`src/rtl/hazard_forward_unit_pkg.sv`:
```
// Shared encodings for the forwarding/hazard unit: operand-select codes and stall FSM states.
package hazard_forward_unit_pkg;

   localparam logic [1:0] FWD_RF    = 2'b00;
   localparam logic [1:0] FWD_EXMEM = 2'b01;
   localparam logic [1:0] FWD_MEMWB = 2'b10;

   // Remaining-stall counter width; holds up to 3 cycles.
   localparam int unsigned STALL_N_W = 2;

   typedef enum logic {
      IDLE  = 1'b0,
      STALL = 1'b1
   } stall_state_e;

endpackage

```
`src/rtl/hazard_forward_unit_sat_counter.sv`:
```
// Saturating event counter with synchronous reset, clear and hold.
module sat_counter #(
   parameter int unsigned CNT_W = 16
) (
   input  logic             clk,
   input  logic             reset,
   input  logic             clr,
   input  logic             hold,
   input  logic             inc,
   output logic [CNT_W-1:0] count
);

   always_ff @(posedge clk) begin
      if (reset || clr) begin
         count <= '0;
      end else if (!hold && inc && (count != '1)) begin
         count <= count + CNT_W'(1);
      end
   end

endmodule

```
`src/rtl/hazard_forward_unit.sv`:
```
// Forwarding selects for EX and ID operands plus load-use/branch hazard stall control
// with saturating hazard statistics for the debug unit.
module hazard_forward_unit
   import hazard_forward_unit_pkg::*;
#(
   parameter int unsigned REG_AW        = 5,
   parameter int unsigned ZERO_REG_HW   = 1,
   parameter int unsigned BR_LOAD_STALL = 2,
   parameter int unsigned CNT_W         = 16
) (
   input  logic              clk,
   input  logic              reset,
   input  logic              i_halt,
   input  logic [REG_AW-1:0] i_rs_ifid,
   input  logic [REG_AW-1:0] i_rt_ifid,
   input  logic              i_branch_id,
   input  logic [REG_AW-1:0] i_rs_idex,
   input  logic [REG_AW-1:0] i_rt_idex,
   input  logic [REG_AW-1:0] i_dst_idex,
   input  logic              i_regwrite_idex,
   input  logic              i_memread_idex,
   input  logic [REG_AW-1:0] i_dst_exmem,
   input  logic              i_regwrite_exmem,
   input  logic              i_memread_exmem,
   input  logic [REG_AW-1:0] i_dst_memwb,
   input  logic              i_regwrite_memwb,
   input  logic              i_cnt_clr,
   output logic [1:0]        o_fwd_a_ex,
   output logic [1:0]        o_fwd_b_ex,
   output logic [1:0]        o_fwd_a_id,
   output logic [1:0]        o_fwd_b_id,
   output logic              o_stall_pc,
   output logic              o_stall_ifid,
   output logic              o_flush_idex,
   output logic [CNT_W-1:0]  o_stall_cnt,
   output logic [CNT_W-1:0]  o_lu_cnt,
   output logic [CNT_W-1:0]  o_br_cnt
);

   localparam logic [STALL_N_W-1:0] BR_LOAD_N = STALL_N_W'(BR_LOAD_STALL);

   function automatic logic match(input logic [REG_AW-1:0] src,
                                  input logic [REG_AW-1:0] dst,
                                  input logic              we);
      return we && (src == dst) && !((ZERO_REG_HW != 0) && (dst == '0));
   endfunction

   function automatic logic [1:0] ex_sel(input logic [REG_AW-1:0] src,
                                         input logic [REG_AW-1:0] d_em,
                                         input logic              we_em,
                                         input logic [REG_AW-1:0] d_mw,
                                         input logic              we_mw);
      if (match(src, d_em, we_em)) return FWD_EXMEM;
      if (match(src, d_mw, we_mw)) return FWD_MEMWB;
      return FWD_RF;
   endfunction

   // A load still in MEM has no data yet for the comparator; that case stalls instead.
   function automatic logic [1:0] id_sel(input logic [REG_AW-1:0] src,
                                         input logic [REG_AW-1:0] d_em,
                                         input logic              we_em,
                                         input logic              ld_em,
                                         input logic [REG_AW-1:0] d_mw,
                                         input logic              we_mw);
      if (!ld_em && match(src, d_em, we_em)) return FWD_EXMEM;
      if (match(src, d_mw, we_mw)) return FWD_MEMWB;
      return FWD_RF;
   endfunction

   assign o_fwd_a_ex = ex_sel(i_rs_idex, i_dst_exmem, i_regwrite_exmem, i_dst_memwb, i_regwrite_memwb);
   assign o_fwd_b_ex = ex_sel(i_rt_idex, i_dst_exmem, i_regwrite_exmem, i_dst_memwb, i_regwrite_memwb);
   assign o_fwd_a_id = id_sel(i_rs_ifid, i_dst_exmem, i_regwrite_exmem, i_memread_exmem,
                              i_dst_memwb, i_regwrite_memwb);
   assign o_fwd_b_id = id_sel(i_rt_ifid, i_dst_exmem, i_regwrite_exmem, i_memread_exmem,
                              i_dst_memwb, i_regwrite_memwb);

   logic lu_hit, br_alu_hit, br_ldex_hit, br_ldmem_hit, br_event;
   logic [STALL_N_W-1:0] hazard_n;

   assign lu_hit       = i_memread_idex &&
                         (match(i_rs_ifid, i_dst_idex, 1'b1) || match(i_rt_ifid, i_dst_idex, 1'b1));
   assign br_alu_hit   = i_branch_id && !i_memread_idex &&
                         (match(i_rs_ifid, i_dst_idex, i_regwrite_idex) ||
                          match(i_rt_ifid, i_dst_idex, i_regwrite_idex));
   assign br_ldex_hit  = i_branch_id && lu_hit;
   assign br_ldmem_hit = i_branch_id && i_memread_exmem &&
                         (match(i_rs_ifid, i_dst_exmem, i_regwrite_exmem) ||
                          match(i_rt_ifid, i_dst_exmem, i_regwrite_exmem));
   assign br_event     = br_alu_hit || br_ldex_hit || br_ldmem_hit;

   // Largest required stall among all active hazard sources.
   always_comb begin
      hazard_n = '0;
      if (lu_hit || br_alu_hit || br_ldmem_hit) hazard_n = STALL_N_W'(1);
      if (br_ldex_hit && (BR_LOAD_N > hazard_n)) hazard_n = BR_LOAD_N;
   end

   stall_state_e         state, state_next;
   logic [STALL_N_W-1:0] rem, rem_next;
   logic                 count_event;
   logic                 stall;

   always_ff @(posedge clk) begin
      if (reset) begin
         state <= IDLE;
         rem   <= '0;
      end else begin
         state <= state_next;
         rem   <= rem_next;
      end
   end

   always_comb begin
      state_next  = state;
      rem_next    = rem;
      count_event = 1'b0;
      if (!i_halt) begin
         case (state)
            IDLE: begin
               if (hazard_n != '0) begin
                  count_event = 1'b1;
                  if (hazard_n > STALL_N_W'(1)) begin
                     rem_next   = hazard_n - STALL_N_W'(1);
                     state_next = STALL;
                  end
               end
            end
            STALL: begin
               if (rem <= STALL_N_W'(1)) begin
                  rem_next   = '0;
                  state_next = IDLE;
               end else begin
                  rem_next = rem - STALL_N_W'(1);
               end
            end
            default: state_next = IDLE;
         endcase
      end
   end

   // Live detection is always ORed in so a hazard seen mid-stall is never missed.
   assign stall        = ((state == STALL) && !reset) || (hazard_n != '0);
   assign o_stall_pc   = stall || i_halt;
   assign o_stall_ifid = stall || i_halt;
   assign o_flush_idex = stall && !i_halt;

   sat_counter #(.CNT_W(CNT_W)) u_stall_cnt (
      .clk(clk), .reset(reset), .clr(i_cnt_clr), .hold(i_halt),
      .inc(stall), .count(o_stall_cnt)
   );

   sat_counter #(.CNT_W(CNT_W)) u_lu_cnt (
      .clk(clk), .reset(reset), .clr(i_cnt_clr), .hold(i_halt),
      .inc(count_event && !br_event), .count(o_lu_cnt)
   );

   sat_counter #(.CNT_W(CNT_W)) u_br_cnt (
      .clk(clk), .reset(reset), .clr(i_cnt_clr), .hold(i_halt),
      .inc(count_event && br_event), .count(o_br_cnt)
   );

endmodule

```
`config.mk`:
```
export PLATFORM = sky130hd
export DESIGN_NAME = hazard_forward_unit
export DESIGN_NICKNAME = d
export VERILOG_FILES = /design/src/rtl/hazard_forward_unit_pkg.sv /design/src/rtl/hazard_forward_unit_sat_counter.sv /design/src/rtl/hazard_forward_unit.sv
export SDC_FILE = /design/constraint.sdc
export NUM_CORES = 1
export LEC_CHECK = 0
export ABC_CLOCK_PERIOD_IN_PS = 3700
export BUFFER_PORTS_ARGS = -buffer_cell sky130_fd_sc_hd__buf_2
export CAP_MARGIN = 10
export CORE_ASPECT_RATIO = 1.75
export CORE_UTILIZATION = 47
export DETAILED_ROUTE_END_ITERATION = 8
export GPL_TIMING_DRIVEN = 0
export PLACE_DENSITY = 0.74
export SETUP_SLACK_MARGIN = 0.05
export SYNTH_ARGS = -nofsm -noshare
export SYNTH_HDL_FRONTEND = slang
export SYNTH_SLANG_ARGS = --single-unit
```
`constraint.sdc`:
```
create_clock -name clk -period 3.7 [get_ports clk]
set_input_delay 1.11 -clock clk [delete_from_list [all_inputs] [get_ports clk]]
set_output_delay 1.11 -clock clk [all_outputs]
set_load 0.005 [all_outputs]
```
==> flow_metrics.env <==
export IMPL_cp_start_kind="input pin"
export IMPL_synthTopCellsByArea="dfxtp_1 31%, xor2_1 16%, nor2_1 4.3%"
export IMPL_worst_pin_slew_ps=548.3
export IMPL_async_flop_share_pct=0
export IMPL_cts_hold_buffers=0
export IMPL_leakage_nw=1.636
export IMPL_maxSlewHeadroom_pct=63.05
export IMPL_cts_root_buf="clkbuf_16"
export IMPL_critPathKind="in -> out"
export IMPL_maxSlewViolCount=0
export IMPL_grt_pass1_wl_um=13930
export IMPL_final_seq_area_sq_um=1021
export IMPL_ys_ff_latch=51
export IMPL_finClkSkew_ps=10.16
export IMPL_ir_drop_mv=0.2336
export IMPL_cts_inserted_buffers=5
export IMPL_yosysTopAreaCell="dfxtp_1"
export IMPL_nNetsFinal=542
export IMPL_ios=104
export IMPL_clockBufferDepth=2
export IMPL_grt_max_degree=17
export IMPL_nFillCells=610
export IMPL_grt_total_usage_pct=24.14
export IMPL_htreeDepth=2
export IMPL_drv_cap=0
export IMPL_antenna_found_initial=0
export IMPL_fp_dieH_um=112.1
export IMPL_yosys_cell_types_count=51
export IMPL_rrSetupSlack_ps=1290
export IMPL_num_antenna_cells=0
export IMPL_drt_initial_drc_count=166
export IMPL_ys_warnings_count=0
export IMPL_drive_gt1_share_pct=28.69
export IMPL_cp_arrival_ps=2520
export IMPL_synth_cells=389
export IMPL_fin_crit_sh_pct=98.13
export IMPL_final_area_sq_um=4074
export IMPL_fmax_mhz=275.4
export IMPL_port_buffers=93
export IMPL_vias=3224
export IMPL_initial_utilization_pct=49.44
export IMPL_min_path_type="reg -> reg"
export IMPL_multi_input_area_sq_um=2152
export IMPL_clk_insertion_delay_late_ps=300
export IMPL_place_gp_congestion=0.8242
export IMPL_synth_avg_cell_area_sq_um=8.372
export IMPL_p_per_area_nw_per_um2=287.0
export IMPL_core_area_sq_um=6588
export IMPL_place_area_sq_um=3830
export IMPL_die_w_um=64.93
export IMPL_area_growth_synth_to_final_pct=25.09
export IMPL_seq_area_frac_synth_pct=31.35
export IMPL_outcome="complete, no violations"
export IMPL_synth_nets=437
export IMPL_wl_per_cell_um=14.76
export IMPL_rsz0062_at_grt="yes"
export IMPL_final_antenna_net_count=0
export IMPL_via_per_inst=5.588
export IMPL_row_count=39
export IMPL_post_dp_hpwl_um=6504
export IMPL_cts_sinks=51
export IMPL_post_route_min_period_ps=3631
export IMPL_gr_total_overflow=0
export IMPL_final_util_pct=61.84
export IMPL_firstDrtPassIters=4
export IMPL_syn_area_sq_um=3257
export IMPL_cp_end_kind="output port"
export IMPL_required_ps=2590
export IMPL_synth_edf_count=0
export IMPL_die_area_sq_um=7279
export IMPL_first_global_vias=3122
export IMPL_cp_max_fo=5
export IMPL_synth_flop_cell="dfxtp_1"
export IMPL_min_path_cells=2
export IMPL_reg2regPathDepth=8
export IMPL_drt_total_wl_um=8519
export IMPL_finalHoldViolations=0
export IMPL_cts_tree="done"
export IMPL_drcViolationCount=0
export IMPL_synth_top_area_share_pct=31.35
export IMPL_clkTransAtPathRegs_ps=60
export IMPL_setup_viol_count_final=0
==> cells in the mapped netlist, types with 2 or more instances <==
cell and instances:
xor2_1 59, dfxtp_1 51, nor2_1 37, nand3_1 22, a21oi_1 21, nand2_1 16
o21ai_0 16, or3_1 14, xnor2_1 13, and3_1 12, nand4_1 12, nor3_1 11
clkbuf_1 10, or4_1 10, o21a_1 9, nor4_1 7, inv_1 6, buf_2 5
o31ai_1 5, nor3_2 4, o211ai_1 4, buf_6 3, ha_1 3, mux2i_1 3
o21ai_1 3, and2_1 2, and4_1 2, buf_1 2, nand2b_1 2, nor3b_1 2
o2111ai_1 2, o211ai_2 2
==> layer usage <==
| metal | wire (um) | GRT usage (%) |
|---|---|---|
| met1 | 3301 | 25.65 |
| met2 | 4545 | 45.07 |
| met3 | 473 | 4.167 |
| met4 | 199 | 9.926 |
| met5 | 0 | 0 |
==> worst paths after layout <==
| check | from | end |
|---|---|---|
| max | i_dst_exmem[0] | o_fwd_b_ex[1] |
| min | rem[0]$_SDFFE_PP0P_ | rem[0]$_SDFFE_PP0P_ |
| max reg2reg | u_stall_cnt.count[0]$_SDFFE_PP0P_ | u_stall_cnt.count[1]$_SDFFE_PP0P_ |
| min reg2reg | rem[0]$_SDFFE_PP0P_ | rem[0]$_SDFFE_PP0P_ |
==> critical path: stages <==
cell and delay (ps):
buf_12 110, or4_4 560, o21ai_2 210, nor4_1 110
nor4_1 260, buf_2 150
==> layout by cell type, fill, tap and decap left out, types with 12 or more instances in the layout <==
cell type,count
buf_2,97
xor2_1,59
dfxtp_1,51
nor2_1,36
nand3_1,22
a21oi_1,21
nand2_1,16
or3_1,14
o21ai_0,14
xnor2_1,13
and3_1,12
nand4_1,12
==> layout make-up <==
cell class / instances / area share [%]
multi-input cells: 311 / 52.83
clock inverters: 3 / 0.4914
inverters: 6 / 0.5528
flip-flops and latches: 51 / 25.06
well taps: 82 / 2.518
clock buffers: 5 / 3.071
repair buffers: 99 / 12.53
plain buffers: 20 / 2.948
==> registers in the layout (all words and copies together) (netlist names) <==
register           flops
rem                    2
state                  1
u_br_cnt.count        16
u_lu_cnt.count        16
u_stall_cnt.count     16
==> repair_timing <==
item                       4_1_cts  5_1_grt
buffers inserted                 5        1
pin swaps                        5        3
setup endpoints to repair        7        7
gates resized for setup          8       11
==> report_power, final <==
part | leakage [nW] | internal [mW] | switching [mW]
combinational | 1.16 | 0.0662 | 0.0882
clock | 0.0658 | 0.250 | 0.215
sequential | 0.411 | 0.549 | 0.000634
==> cells by family after synthesis <==
logic type / synth area share, %
buf+inv: 4.111
fa+ha+maj: 1.153
flops: 31.35
compound gates: 16.17
mux: 0.9220
xor+xnor: 19.36
simple gates: 26.93
==> per-stage QoR <==
step | power, mW | worst slack [ps] | hold slack, ps | TNS, ps | std cells
CTS | 1.171 | 50.92 | 491.9 | 0 | 576
global route | 1.208 | -13.70 | 525.2 | -13.70 | 577
finish | 1.169 | 69.12 | 495.4 | 0 | 577
detailed placement | 0.7040 | -278.8 | 482.6 | -745.3 | 564
floorplan | 0.6498 | 53.92 | 450.3 | 0 | 389
global placement | 0.7008 | -262.8 | 471.2 | -688.8 | 564
Note: power is estimated with default switching activity, not from simulation.
